File: src/rtl/cpu_mem_ctrl.sv
// Single-port memory controller merging CPU fetch and data ports onto one req/ack bus.
// Define WRITE_BUFFER_EN to post stores through a WB_DEPTH-entry write FIFO.
module cpu_mem_ctrl #(
  parameter int TIMEOUT  = 16,
  parameter int WB_DEPTH = 2
) (
  input  logic        clk,
  input  logic        rst_n,
  input  logic [31:0] cpu_instr_addr,
  output logic [31:0] cpu_instr_data,
  output logic        cpu_instr_valid,
  input  logic [31:0] cpu_mem_addr,
  input  logic [31:0] cpu_mem_wr_data,
  input  logic        cpu_mem_wr,
  input  logic        cpu_mem_rd,
  output logic [31:0] cpu_mem_rd_data,
  output logic        cpu_mem_valid,
  output logic        mem_req,
  output logic        mem_we,
  output logic [31:0] mem_addr,
  output logic [31:0] mem_wdata,
  input  logic [31:0] mem_rdata,
  input  logic        mem_ack,
  output logic        bus_err
);

  typedef enum logic [1:0] {IDLE, DATA, FETCH, DONE} state_t;

  localparam int               CNT_W      = $clog2(TIMEOUT + 1);
  localparam logic [CNT_W-1:0] CNT_LAST   = CNT_W'(TIMEOUT - 1);
  localparam logic [31:0]      ABORT_DATA = 32'hDEAD_BEEF;

  if (TIMEOUT < 1 || WB_DEPTH < 1) begin : g_bad_params
    $error("TIMEOUT and WB_DEPTH must both be at least 1");
  end

  state_t           state, state_next;
  logic [CNT_W-1:0] wd_cnt;
  logic [31:0]      tag;
  logic             tag_valid;
  logic             fetch_needed, busy, timeout, complete;
  logic [31:0]      rsp_data;
  logic             go_data, go_fetch, go_drain, wb_pop;
  logic [31:0]      req_addr, req_wdata;
  logic             req_we;

  assign fetch_needed    = !tag_valid || (tag != cpu_instr_addr);
  assign busy            = (state == DATA) || (state == FETCH);
  // An ack in the last watchdog cycle wins over the timeout.
  assign timeout         = busy && !mem_ack && (wd_cnt == CNT_LAST);
  assign complete        = busy && (mem_ack || timeout);
  assign rsp_data        = mem_ack ? mem_rdata : ABORT_DATA;
  assign cpu_instr_valid = tag_valid && (tag == cpu_instr_addr) && (state != FETCH);

`ifdef WRITE_BUFFER_EN
  localparam int               PTR_W    = (WB_DEPTH > 1) ? $clog2(WB_DEPTH) : 1;
  localparam logic [PTR_W-1:0] PTR_LAST = PTR_W'(WB_DEPTH - 1);
  localparam logic [PTR_W:0]   CNT_FULL = (PTR_W + 1)'(WB_DEPTH);

  logic [31:0]      wb_addr [WB_DEPTH];
  logic [31:0]      wb_data [WB_DEPTH];
  logic [PTR_W-1:0] wr_ptr, rd_ptr;
  logic [PTR_W:0]   wb_count;
  logic             wb_full, wb_empty, wb_push, wb_ack, rd_pending;

  assign wb_full    = (wb_count == CNT_FULL);
  assign wb_empty   = (wb_count == '0);
  // wb_ack marks the consumption cycle of a posted store; the held request is ignored then.
  assign wb_push    = cpu_mem_wr && !wb_ack && !wb_full && ((state == IDLE) || (state == FETCH));
  assign wb_pop     = complete && (state == DATA) && mem_we;
  assign rd_pending = cpu_mem_rd && !cpu_mem_wr && !wb_ack;

  // Reads drain the whole FIFO first so they observe every earlier store.
  assign go_data  = (state == IDLE) && rd_pending && wb_empty;
  assign go_drain = (state == IDLE) && !wb_empty && (rd_pending || !fetch_needed);
  assign go_fetch = (state == IDLE) && !rd_pending && fetch_needed;

  assign cpu_mem_valid = !(cpu_mem_rd || cpu_mem_wr) || (state == DONE) || wb_ack;

  // NOTE: FIFO storage is deliberately not reset; pointers and count alone define emptiness.
  always_ff @(posedge clk) begin
    if (wb_push) begin
      wb_addr[wr_ptr] <= cpu_mem_addr;
      wb_data[wr_ptr] <= cpu_mem_wr_data;
    end
  end

  always_ff @(posedge clk or negedge rst_n) begin
    if (!rst_n) begin
      wr_ptr   <= '0;
      rd_ptr   <= '0;
      wb_count <= '0;
      wb_ack   <= 1'b0;
    end else begin
      wb_ack <= wb_push;
      if (wb_push) wr_ptr <= (wr_ptr == PTR_LAST) ? '0 : wr_ptr + 1'b1;
      if (wb_pop)  rd_ptr <= (rd_ptr == PTR_LAST) ? '0 : rd_ptr + 1'b1;
      case ({wb_push, wb_pop})
        2'b10:   wb_count <= wb_count + 1'b1;
        2'b01:   wb_count <= wb_count - 1'b1;
        default: wb_count <= wb_count;
      endcase
    end
  end
`else
  assign wb_pop   = 1'b0;
  assign go_drain = 1'b0;
  assign go_data  = (state == IDLE) && (cpu_mem_rd || cpu_mem_wr);
  assign go_fetch = (state == IDLE) && !(cpu_mem_rd || cpu_mem_wr) && fetch_needed;

  assign cpu_mem_valid = !(cpu_mem_rd || cpu_mem_wr) || (state == DONE);
`endif

  // NOTE: every always_comb output gets a default first, so no path can infer a latch.
  always_comb begin
    req_addr  = cpu_mem_addr;
    req_wdata = cpu_mem_wr_data;
    req_we    = cpu_mem_wr;
    if (go_fetch) begin
      req_addr = cpu_instr_addr;
      req_we   = 1'b0;
    end
`ifdef WRITE_BUFFER_EN
    if (go_drain) begin
      req_addr  = wb_addr[rd_ptr];
      req_wdata = wb_data[rd_ptr];
      req_we    = 1'b1;
    end
`endif
  end

  always_comb begin
    state_next = state;
    unique case (state)
      IDLE:  if (go_data || go_drain) state_next = DATA;
             else if (go_fetch)       state_next = FETCH;
      DATA:  if (complete) state_next = wb_pop ? IDLE : DONE;
      FETCH: if (complete) state_next = IDLE;
      DONE:  state_next = IDLE;
      default: state_next = IDLE;
    endcase
  end

  // NOTE: sequential state uses non-blocking assignments so all registers update together.
  always_ff @(posedge clk or negedge rst_n) begin
    if (!rst_n) begin
      state           <= IDLE;
      mem_req         <= 1'b0;
      mem_we          <= 1'b0;
      mem_addr        <= '0;
      mem_wdata       <= '0;
      wd_cnt          <= '0;
      tag             <= '0;
      tag_valid       <= 1'b0;
      cpu_instr_data  <= '0;
      cpu_mem_rd_data <= '0;
      bus_err         <= 1'b0;
    end else begin
      state <= state_next;
      if ((state == IDLE) && (state_next != IDLE)) begin
        mem_req   <= 1'b1;
        mem_we    <= req_we;
        mem_addr  <= req_addr;
        mem_wdata <= req_wdata;
        wd_cnt    <= '0;
      end else if (complete) begin
        mem_req <= 1'b0;
        mem_we  <= 1'b0;
        wd_cnt  <= '0;
      end else if (busy) begin
        wd_cnt <= wd_cnt + 1'b1;
      end

      if (complete && (state == DATA) && !mem_we) cpu_mem_rd_data <= rsp_data;
      if (complete && (state == FETCH)) begin
        cpu_instr_data <= rsp_data;
        tag            <= mem_addr;
        tag_valid      <= mem_ack;
      end
      if (timeout) bus_err <= 1'b1;
    end
  end

endmodule
File: config.mk
export PLATFORM = sky130hd
export DESIGN_NAME = cpu_mem_ctrl
export DESIGN_NICKNAME = d
export VERILOG_FILES = /design/src/rtl/cpu_mem_ctrl.sv
export SDC_FILE = /design/constraint.sdc
export NUM_CORES = 1
export LEC_CHECK = 0
export BUFFER_PORTS_ARGS = -buffer_cell sky130_fd_sc_hd__buf_2
export CORE_ASPECT_RATIO = 0.9
export CORE_MARGIN = 4
export CORE_UTILIZATION = 44
export CTS_BUF_LIST = sky130_fd_sc_hd__clkbuf_4
export DETAILED_ROUTE_END_ITERATION = 10
export GPL_TIMING_DRIVEN = 1
export HOLD_SLACK_MARGIN = 0.15
export PLACE_DENSITY = 0.72
export SLEW_MARGIN = 10
export SYNTH_ARGS = -nofsm -noshare
export SYNTH_HDL_FRONTEND = slang
export SYNTH_SLANG_ARGS = --single-unit
File: constraint.sdc
create_clock -name clk -period 4.44 [get_ports clk]
set_input_delay 0.888 -clock clk [delete_from_list [all_inputs] [get_ports clk]]
set_output_delay 0.888 -clock clk [all_outputs]
set_load 0.02 [all_outputs]
Word level (Yosys, flattened, before mapping) --
Cells that the tools add are included.
Operators by class: $add $sub $neg 1, eq/ne operators 7, mux-type cells 14, reduce and logical (&&, ||, !) cells 25
Operator list (count):
- 2-to-1 mux 32 bit | 2
- equality test 32 bit | 1
- inequality test 32 bit | 1
- 2-to-1 mux 5 bit | 3
- logical AND 1 bit | 12
- 2-to-1 mux 2 bit | 4
- case mux 2 bit (4 select lines) | 1
- adder 5 x 1 -> 5 bit (second input constant) | 1
- equality test 5 x 4 -> 1 bit (second input constant) | 1
- logical OR 1 bit | 5
- equality test 2 bit (second input constant) | 2
- logical NOT 1 bit | 4
- 2-to-1 mux 1 bit | 4
- nonzero test 2 bit | 2
- nonzero test 3 bit | 1
- equality test 2 x 1 -> 1 bit (second input constant) | 1
- logical NOT 2 bit | 1
- inequality test 2 bit (second input constant) | 1
Word-level totals: bits in registers 171, word-level logic and storage cells 58

Depth between registers and ports, before layout --
Gate-level depths: netlist of the first run.
depth in word-level cells 11, gate-level depth with buffers 9

Worst setup path before layout of the first run --
OpenSTA, ideal clock, no wires.
path type in2out, start point in cpu_instr_addr[11], end point out cpu_instr_valid, data arrival time 2097 ps, slack 1455 ps, cell stages on the path 5, cells stage by stage xor2_1 -> nor4_1 -> and2_1 -> nand3_2 -> nor3_1
Between the ends: cells in the longest elaborated chain, start to end 3
Ends and longest elaborated chain:
- start, declared | line 9 | input logic [31:0] cpu_instr_addr,
- equality test 32 bit | line 53 | assign cpu_instr_valid = tag_valid && (tag == cpu_instr_addr) && (state != FETCH);
- logical AND 1 bit (2 in a row) | line 53
- end, declared | line 11 | output logic cpu_instr_valid,
Every way passes these cells.

Final worst setup path of the first run --
start point in cpu_instr_addr[30], end point out cpu_instr_valid
Same word-level chain as after synthesis.

==> reports/metrics.yaml, run 1 <==
status: "finished clean"
ir_worst_vdd_uv: 358
cp-start-kind: "primary input"
drc_errors: 0
grt_max_degree: 111
gp_congestion: 0.789
max_freq_ghz: 0.313
power.leakage_nw: 4.54
core_mm2: 0.0169
multiInputGateArea_mm2: 0.00305
via_count: 5657
worstSetupPathType: "in2out"
place_ws_ps: 1120
stdcell_area_mm2: 0.00933
synth_edf_count: 0
dr.pass1.iters: 6
synth.net_count: 776
cts_resized: 0
fillers: 1472
drt-wirelength-per-cell_um: 17.2
slew_violations: 0
netlist_top_cells_area: "dfrtp_1 (57%), o21ai_0 (6.5%), mux2_4 (6.2%)"
finalCritPeriodShare: 0.720
synth_top_family_by_area: "compound AO/OA/AOI/OAI gates"
synth-compound-area-share: 0.126
synthFlopType: "dfrtp_1"
yosys.area_share.simple: 0.115
synth_adder_area_share: 0.00992
ctsHoldBuffers: 0
end_kind: "primary output"
place_inst: 1080
period_needed_ps: 3200
grt-ovfl-total: 0
synth_most_common_cell: "dfrtp_1"
synth_area_mm2: 0.00757
die_x_um: 146
r2r_start: "tag[28]$_DFFE_PN0P_"
drv_cap: 0
worst_hold_path_type: "in2async"
drive_above_1_share: 0.452
synth_top_area_share: 0.565
maxSlewHeadroom: 0.303
nets: 1027
cts_setup_buffers: 0
wl_um: 19200
fin_ws_ps: 1240
h-tree-depth: 4
fin_setup_tns_ps: 0
start_util: 0.448
cp_data_required_time_ps: 3550
seq_area_mm2: 0.00428
cp_max_fo: 4
synth_xor_xnor_area_share: 0.0370
critPathLaunch: "cpu_instr_addr[30]"
clk_path_buf_depth: 2
yosys.area.top_type: "dfrtp_1"
postSynthCellCount: 637
tightest_slew_ps: 1050
cts_sinks: 171
power_density_mw_per_mm2: 749
clock_skew_ps: 25.0
async_reset_ff_frac: 1.00
clock_latency_ps: 570
grt_setup_unrepaired: "no"
synth_mux_area_frac: 0.113
hold_viol_final: 0
antennaDiodeCount: 0
placementRows: 45
setup_viol: 0
dieArea_mm2: 0.0194
grt_first_pass_wirelength_um: 30500
drtIter0Drc: 229
grt_pass1_vias: 5614
synthDistinctLibCells: 41
seq_area_frac_synth: 0.565
hpwl_um: 13800
path_clk_slew_ps: 160
cts_tree: "done"
final_antenna_net_count: 0
avgSynthCellArea_um2: 11.9
crit_arrival_ps: 2310
ys.warnings.count: 0
ys_ff_latch: 171
area_growth_pct: 23.2
antenna_found_initial: 1
synthTopCellsByCount: "dfrtp_1 (171), o21ai_0 (99), nand2_1 (79)"
cts_root_buf: "clkbuf_4"
cts_buffers: 17
dpl-instance-area_mm2: 0.00901
instances_no_fill: 1112
grt_usage: 0.198
die_h_um: 132
pin_count: 266
hold_ws_ps: 435
port-buffer-count: 265
viasPerCell: 5.09
==> state kept, by name, summed over array words and instances (netlist names), 2 cells and up <==
name             count
cpu_instr_data      32
cpu_mem_rd_data     32
wd_cnt               5
mem_addr            32
tag                 32
state                2
mem_wdata           32
==> cells by family after synthesis <==
logic type / Yosys count
AO/OA/AOI/OAI: 145
buffers and inverters: 45
AND/OR/NAND/NOR: 172
flip-flops: 171
multiplexers: 66
XOR/XNOR: 32
adder cells (fa/ha/maj): 6
==> area by class of cell <==
| class | count | share of cell area |
|---|---|---|
| clock buffer | 17 | 0.0137 |
| clock inverter | 15 | 0.0200 |
| inverter | 3 | 0.00121 |
| multi-input combinational | 421 | 0.327 |
| sequential | 171 | 0.459 |
| tap | 211 | 0.0283 |
| timing repair buffer | 274 | 0.151 |
==> per-layer routing <==
metal | GRT usage | part of all wire | up-vias
met5 | 0 | 0.00068 | -
met2 | 0.307 | 0.45 | 206
met3 | 0.0572 | 0.067 | 19
met1 | 0.274 | 0.47 | 2700
met4 | 0.0559 | 0.014 | 2
li1 | - | - | 2730
==> worst max-delay path: stages <==
cell     delay, ps
buf_2          120
xnor2_1        230
nand4_1        220
nor4_4         340
nand3_2        150
nor3_1         150
buf_2          210
==> path summary, 6_finish.rpt <==
path | end | slack, ps | cells past startpoint
max | cpu_instr_valid | 1240 | 7
min | tag[26]$_DFFE_PN0P_ | 430 | 1
max reg2reg | mem_wdata[19]$_DFFE_PN0P_ | 1730 | 7
min reg2reg | cpu_mem_rd_data[21]$_DFFE_PN0P_ | 490 | 2
max in group asynchronous | cpu_instr_data[24]$_DFFE_PN0P_ | 2940 | 2
min in group clk | cpu_mem_rd_data[21]$_DFFE_PN0P_ | 490 | 2
==> layout by cell type (no fill, tap or decap), types with 3 or more instances in the layout <==
cell / synthesis / layout
mux2_4: 31 / 31
xnor2_1: 21 / 21
bufinv_16: 0 / 3
nor2b_1: 56 / 56
inv_1: 3 / 3
clkinvlp_4: 0 / 4
dfrtp_1: 171 / 171
ha_1: 6 / 6
buf_4: 1 / 8
nor2_1: 10 / 10
inv_6: 0 / 3
mux2_2: 33 / 33
a21oi_1: 3 / 3
nand3_1: 6 / 6
clkbuf_4: 0 / 17
xor2_1: 11 / 11
nor3_1: 4 / 4
nand2_1: 79 / 78
o221a_2: 32 / 32
buf_2: 0 / 264
o21ai_0: 99 / 99
nand4_1: 5 / 5
==> per-stage QoR <==
stage / utilization / power (mW)
2_1_floorplan: - / 5.05
3_3_place_gp: 0.534 / 5.99
3_5_place_dp: 0.534 / 6.08
4_1_cts: 0.552 / 7.06
5_1_grt: 0.552 / 7.44
6_report: 0.552 / 6.98
==> where the power goes <==
part	switching, mW	internal, mW	total (mW)
clock	0.574	0.400	0.974
combinational	1.83	1.42	3.25
sequential	0.464	2.30	2.76
total	2.87	4.12	6.98
No activity file was read; power rests on OpenSTA's default activity.
==> run 2, diff against run 1 <==
--- a/config.mk
+++ b/config.mk
@@ -13,7 +13,7 @@
 export DETAILED_ROUTE_END_ITERATION = 10
 export GPL_TIMING_DRIVEN = 1
 export HOLD_SLACK_MARGIN = 0.15
-export PLACE_DENSITY = 0.72
+export PLACE_DENSITY = 0.75
 export SLEW_MARGIN = 10
 export SYNTH_ARGS = -nofsm -noshare
 export SYNTH_HDL_FRONTEND = slang
==> constraint.sdc (replaced) <==
create_clock -name clk -period 2.6 [get_ports clk]
set_input_delay 0.52 -clock clk [delete_from_list [all_inputs] [get_ports clk]]
set_output_delay 0.52 -clock clk [all_outputs]
set_load 0.02 [all_outputs]
==> run 2 against run 1 <==
The run now ends with setup timing left; hold slack worse by 200 ps; count of clock-buffer cells in the layout up 1; first-iteration DRC count up 15%; critical endpoint unchanged; clock power up 50%.
==> reports/metrics.yaml, run 2 (same netlist as run 1, synthesis figures left out) <==
status: "finished with violations"
violations: "setup timing"
cts_buffers: 17  # unchanged
cts_tree: "done"
antennaDiodeCount: 0  # unchanged
r2r_start: "tag[6]$_DFFE_PN0P_"
power.share.clock: 0.122  # -0.017
cts_sinks: 171  # unchanged
antenna_found_initial: 1  # unchanged
port-buffer-count: 265  # unchanged
max_freq_ghz: 0.379
grt_first_pass_wirelength_um: 32300  # +5.9%
power_density_mw_per_mm2: 1210  # +62%
p_sw_mw: 4.99  # +74%
wl_um: 20300  # +6.0%
grt_usage: 0.210  # +0.0117
critPathLaunch: "tag[6]$_DFFE_PN0P_"
tightest_slew_ps: 570  # -475 ps
worstHoldStart: "mem_rdata[24]"
crit_path_frequent_cell: "buf_4"
pwr-share-comb: 0.482  # +0.017
hold_ws_ps: 234  # -201 ps
p_int_mw: 7.01  # +70%
period_needed_ps: 2640
final_common_cell: "buf_2"
cpPeakStageDelay_ps: 430  # +90 ps
drv_cap: 0  # unchanged
via_count: 5982  # +5.7%
dr.pass1.iters: 7  # +1
worst_hold_path_type: "in2reg"
dieArea_mm2: 0.0194  # unchanged
layout_common_cells: "buf_2 (263), dfrtp_1 (171), o21ai_0 (99), nand2_1 (78), nor2b_1 (56)"
crit_arrival_ps: 2120  # -190 ps
nets: 1079  # +5.1%
power_mw: 12.0  # +72%
hpwl_um: 14600  # +5.9%
final_antenna_net_count: 0  # unchanged
path_clk_slew_ps: 140  # -20 ps
drt-wirelength-per-cell_um: 17.4  # +1.3%
drtIter0Drc: 263  # +15%
clock_skew_ps: 21.8  # -3.17 ps
hold_viol_final: 0  # unchanged
critPathSlowestCell: "dfrtp_1"
cp_cell_sequence: "xor2_2 -> nor4_2 -> buf_4 -> and2_4 -> nand3_2 -> nor3_2 -> buf_4"
drc_errors: 0  # unchanged
gp_congestion: 0.808  # +2.3%
clock_latency_ps: 550  # -20 ps
seq_power_share: 0.396  # about the same
fin_ws_ps: -39.8  # -1280 ps
start_util: 0.448  # unchanged
finalCritPeriodShare: 1.02
placementRows: 45  # unchanged
end_kind: "primary output"
die_h_um: 132  # unchanged
pin_count: 266  # unchanged
power.leakage_nw: 4.81  # +5.9%
maxSlewHeadroom: 0.620  # +0.317
clk_path_buf_depth: 2  # unchanged
ir_worst_vdd_uv: 689  # +92%
reg2reg_depth: 9  # +2
grt-ovfl-total: 0  # unchanged
p_sw_frac: 0.416  # +0.00535
drive_above_1_share: 0.458  # +0.00578
cp_max_fo: 2  # -2
grt_max_degree: 61  # -45%
grt_setup_unrepaired: "yes"
cp-start-kind: "flop"
setup_viol: 1  # +1
viasPerCell: 5.14  # +1.0%
cts_root_buf: "clkbuf_4"
die_x_um: 146  # unchanged
cp_data_required_time_ps: 2080  # -1470 ps
slew_violations: 0  # unchanged
area_growth_pct: 30.6
worstSetupPathType: "reg2out"
h-tree-depth: 4  # unchanged
grt_pass1_vias: 6016  # +7.2%
min_path_cells: 3
core_mm2: 0.0169  # unchanged
fin_setup_tns_ps: -39.8  # -39.8 ps
run 2: cell count changes in the layout (fill, tap and decap cells not counted), moves of 2 or more:
cell / change
inv_8: -2
buf_12: +5
nor4_2: +2
dlygate4sd3_1: +33
nor4_1: -2
inv_6: +2
buf_4: +15
xnor2_1: -5
clkinv_4: +3
bufinv_16: -2
xnor2_2: +5
run 2: path summary, 6_finish.rpt:
path / endpoint / slack (ps)
max: cpu_instr_valid / -40
min: cpu_mem_rd_data[24]$_DFFE_PN0P_ / 230
max reg2reg: mem_wdata[11]$_DFFE_PN0P_ / 110
min reg2reg: mem_req$_DFFE_PN0P_ / 490
max in group asynchronous: mem_wdata[11]$_DFFE_PN0P_ / 1420
min in group asynchronous: tag[17]$_DFFE_PN0P_ / 490
run 2: timing repair:
action                                  CTS  global route
cloned                                    0             0
pin swaps                                 6             3
gates resized for setup                  10             1
endpoints found under the setup margin    1             1
hold endpoints to repair                 84             3
hold buffers                             30             3
setup buffers                             2             0
run 2: critical path: cells and delay by family, from the launching register on:
| kind | cells | cell delay, ps |
|---|---|---|
| simple gates | 4 | 650 |
| flops | 1 | 430 |
| buf+inv | 2 | 330 |
| xor+xnor | 1 | 170 |
run 2: per-layer routing:
| layer | vias to the layer above | track usage | wire length [um] |
|---|---|---|---|
| met5 | - | 0 | 15 |
| met1 | 2865 | 0.282 | 8810 |
| li1 | 2838 | - | - |
| met3 | 25 | 0.0620 | 1540 |
| met4 | 2 | 0.0559 | 299 |
| met2 | 252 | 0.335 | 9650 |
run 2: through the flow:
| stage | utilization | instances | worst slack (ps) | cell area, um^2 |
|---|---|---|---|---|
| floorplan | - | 637 | 351 | 7570 |
| global placement | 0.545 | 1098 | 5.69 | 9210 |
| detailed placement | 0.545 | 1098 | -47.4 | 9210 |
| CTS | 0.583 | 1161 | -92.6 | 9850 |
| global route | 0.585 | 1164 | -202 | 9890 |
| finish | 0.585 | 1164 | -39.8 | 9890 |
run 2: power by group through the flow:
stage	sequential, mW	clock (mW)	combinational, mW
final	4.75	1.46	5.78
after global routing	4.92	1.64	6.23
after CTS	4.73	1.52	5.82
after detailed placement	4.77	0	5.73
after global placement	4.73	0	5.60
after floorplan	5.87	0	2.76
run 2: final cells by class:
cell class                 count  area (um^2)
clock buffer                  18          135
sequential                   171         4280
fill                        1427         7010
tap                          211          264
clock inverter                14          135
inverter                       3         11.3
multi-input combinational    421         3110
timing repair buffer         326         1950
==> run 3, diff against run 2 <==
--- a/config.mk
+++ b/config.mk
@@ -8,12 +8,13 @@
 export BUFFER_PORTS_ARGS = -buffer_cell sky130_fd_sc_hd__buf_2
 export CORE_ASPECT_RATIO = 0.9
 export CORE_MARGIN = 4
-export CORE_UTILIZATION = 44
+export CORE_UTILIZATION = 47
 export CTS_BUF_LIST = sky130_fd_sc_hd__clkbuf_4
 export DETAILED_ROUTE_END_ITERATION = 10
 export GPL_TIMING_DRIVEN = 1
 export HOLD_SLACK_MARGIN = 0.15
-export PLACE_DENSITY = 0.75
+export PLACE_DENSITY = 0.79
+export REMOVE_ABC_BUFFERS = 1
 export SLEW_MARGIN = 10
 export SYNTH_ARGS = -nofsm -noshare
 export SYNTH_HDL_FRONTEND = slang
==> run 3 against run 2 <==
The flow still finishes with violations (setup timing); clock power is 4% lower; hold slack worse by 7.8 ps; clock skew down 2.2 ps; fmax up 0.37%; non-clock buffer count down 16; count of clock-buffer cells in the layout did not move; largest cell class unchanged; die area decreased by 6.0%; register-to-register slack improved by 140 ps.
==> reports/metrics.yaml, run 3 (same netlist as run 1, synthesis figures left out) <==
status: "finished with violations"
violations: "setup timing"
cp-start-kind: "flop"
clk_path_buf_depth: 2  # unchanged
drtIter0Drc: 281  # +6.8%
hpwl_um: 13900  # -4.8%
drc_errors: 0  # unchanged
slew_violations: 0  # unchanged
period_needed_ps: 2630  # -9.72 ps
multiInputGateArea_mm2: 0.00306  # -1.6%
viasPerCell: 5.28  # +2.7%
grt_max_degree: 66  # +8.2%
nets: 1063  # -1.5%
placementRows: 43  # -4.4%
drt-met1-wl_um: 8610  # -2.3%
final_common_cell: "buf_2"
cpPeakStageDelay_ps: 420  # about the same
via_count: 5993  # +0.18%
utilization: 0.619  # +0.0337
end_kind: "primary output"
top_layer: "met4"
die_x_um: 142  # -3.1%
crit_path_frequent_cell: "buf_4"
clock_skew_ps: 19.6  # -2.22 ps
cts_root_buf: "clkbuf_4"
cts_tree: "done"
maxSlewHeadroom: 0.664  # +0.0438
drt-wirelength-per-cell_um: 17.3  # -0.86%
path_clk_slew_ps: 120  # -20 ps
final_antenna_net_count: 0  # unchanged
h-tree-depth: 4  # unchanged
wl_met3_um: 1740  # +14%
critPathSlowestCell: "dfrtp_1"
setup_viol: 1  # unchanged
antenna_found_initial: 1  # unchanged
hold_viol_final: 0  # unchanged
wl_um: 19600  # -3.2%
max_freq_ghz: 0.380  # +0.37%
power.leakage_nw: 4.71  # -2.1%
pin_count: 266  # unchanged
area_growth_pct: 27.6
dr.pass1.iters: 7  # unchanged
grt_pass1_vias: 5741  # -4.6%
cts_sinks: 171  # unchanged
fillers: 1260  # -12%
grt_setup_unrepaired: "yes"
grt_first_pass_wirelength_um: 30200  # -6.7%
worst_hold_path_type: "in2reg"
tightest_slew_ps: 501  # -69.1 ps
worstSetupPathType: "reg2out"
gp_congestion: 0.823  # +1.8%
dieArea_mm2: 0.0182  # -6.0%
cp_cell_sequence: "xor2_1 -> nor4_1 -> buf_4 -> and2_4 -> nand3_2 -> nor3_2 -> buf_4"
grt_usage: 0.210  # +0.000638
ir_worst_vdd_uv: 748  # +8.5%
drive_above_1_share: 0.449  # -0.00841
drv_cap: 0  # unchanged
cp_max_fo: 3  # +1
core_mm2: 0.0156  # -7.6%
fin_ws_ps: -30.1  # +9.72 ps
cts_buffers: 17  # unchanged
power_density_mw_per_mm2: 1220  # +0.91%
die_h_um: 128  # -3.0%
crit_arrival_ps: 2110  # about the same
layout_common_cells: "buf_2 (263), dfrtp_1 (171), o21ai_0 (99), nand2_1 (78), nor2b_1 (56)"
hold_ws_ps: 226  # -7.75 ps
met2_length_um: 9090  # -5.7%
finalCritPeriodShare: 1.01  # -0.00374
clock_latency_ps: 530  # -20 ps
start_util: 0.485  # +0.0370
cp_data_required_time_ps: 2080  # about the same
seq_area_mm2: 0.00428  # unchanged
grt-ovfl-total: 0  # unchanged
port-buffer-count: 265  # unchanged
run 3: cell count changes in the layout (fill, tap and decap cells not counted), sizes merged:
cell / change
bufinv: +1
clkinvlp: -1
buf: -4
inv: -5
clkinv: +1
dlygate4sd3: -12
diode: +1
run 3: path summary, 6_finish.rpt:
check                                       from                              to  slack, ps  depth (start not counted)
max in group asynchronous                  rst_n        mem_addr[19]$_DFFE_PN0P_       1370                          3
min in group asynchronous                  rst_n  cpu_instr_data[10]$_DFFE_PN0P_        490                          2
max                           tag[3]$_DFFE_PN0P_                 cpu_instr_valid        -30                          7
min reg2reg                  mem_req$_DFFE_PN0P_             mem_req$_DFFE_PN0P_        490                          1
max reg2reg                wd_cnt[0]$_DFFE_PN0P_  cpu_instr_data[18]$_DFFE_PN0P_        250                          7
min                          cpu_mem_wr_data[19]       mem_wdata[19]$_DFFE_PN0P_        230                          2
run 3: cell type report:
class	count	area share
clock inverter	10	0.0109
tap	202	0.0262
clock buffer	18	0.0140
sequential	171	0.443
antenna	1	0.000259
timing repair buffer	310	0.188
multi-input combinational	421	0.317
inverter	3	0.00117
run 3: power by group:
part | switching (mW) | total (mW) | leakage [nW] | internal [mW]
Clock | 0.853 | 1.40 | 0.128 | 0.549
Sequential | 0.824 | 4.75 | 2.06 | 3.93
Combinational | 3.13 | 5.67 | 2.52 | 2.54
run 3: per-layer routing:
layer	vias to the layer above	global-route usage
li1	2802	-
met1	2927	0.291
met2	251	0.326
met3	13	0.0687
met4	0	0.0485
met5	-	0
run 3: worst max-delay path: cells and delay by family (launching register included):
family | cells | cell delay [ps]
XOR/XNOR | 1 | 150
buffers and inverters | 2 | 350
flip-flops | 1 | 420
AND/OR/NAND/NOR | 4 | 680
run 3: per-stage QoR:
step	area, um^2	setup slack [ps]	total power, mW	instances	TNS (ps)
floorplan	7330	-1110	8.46	595	-112930
global placement	9180	35.4	10.3	1085	0
detailed placement	9180	-0.793	10.5	1085	-0.793
CTS	9470	-133	11.9	1116	-133
global route	9660	-219	12.6	1136	-219
finish	9660	-30.1	11.8	1136	-30.1
run 3: what timing repair did:
item	in CTS	in global routing
buffers inserted	0	1
pin swaps	2	3
hold endpoints to repair	52	18
resized for setup	4	0
setup endpoints to repair	1	1
hold buffers	3	18
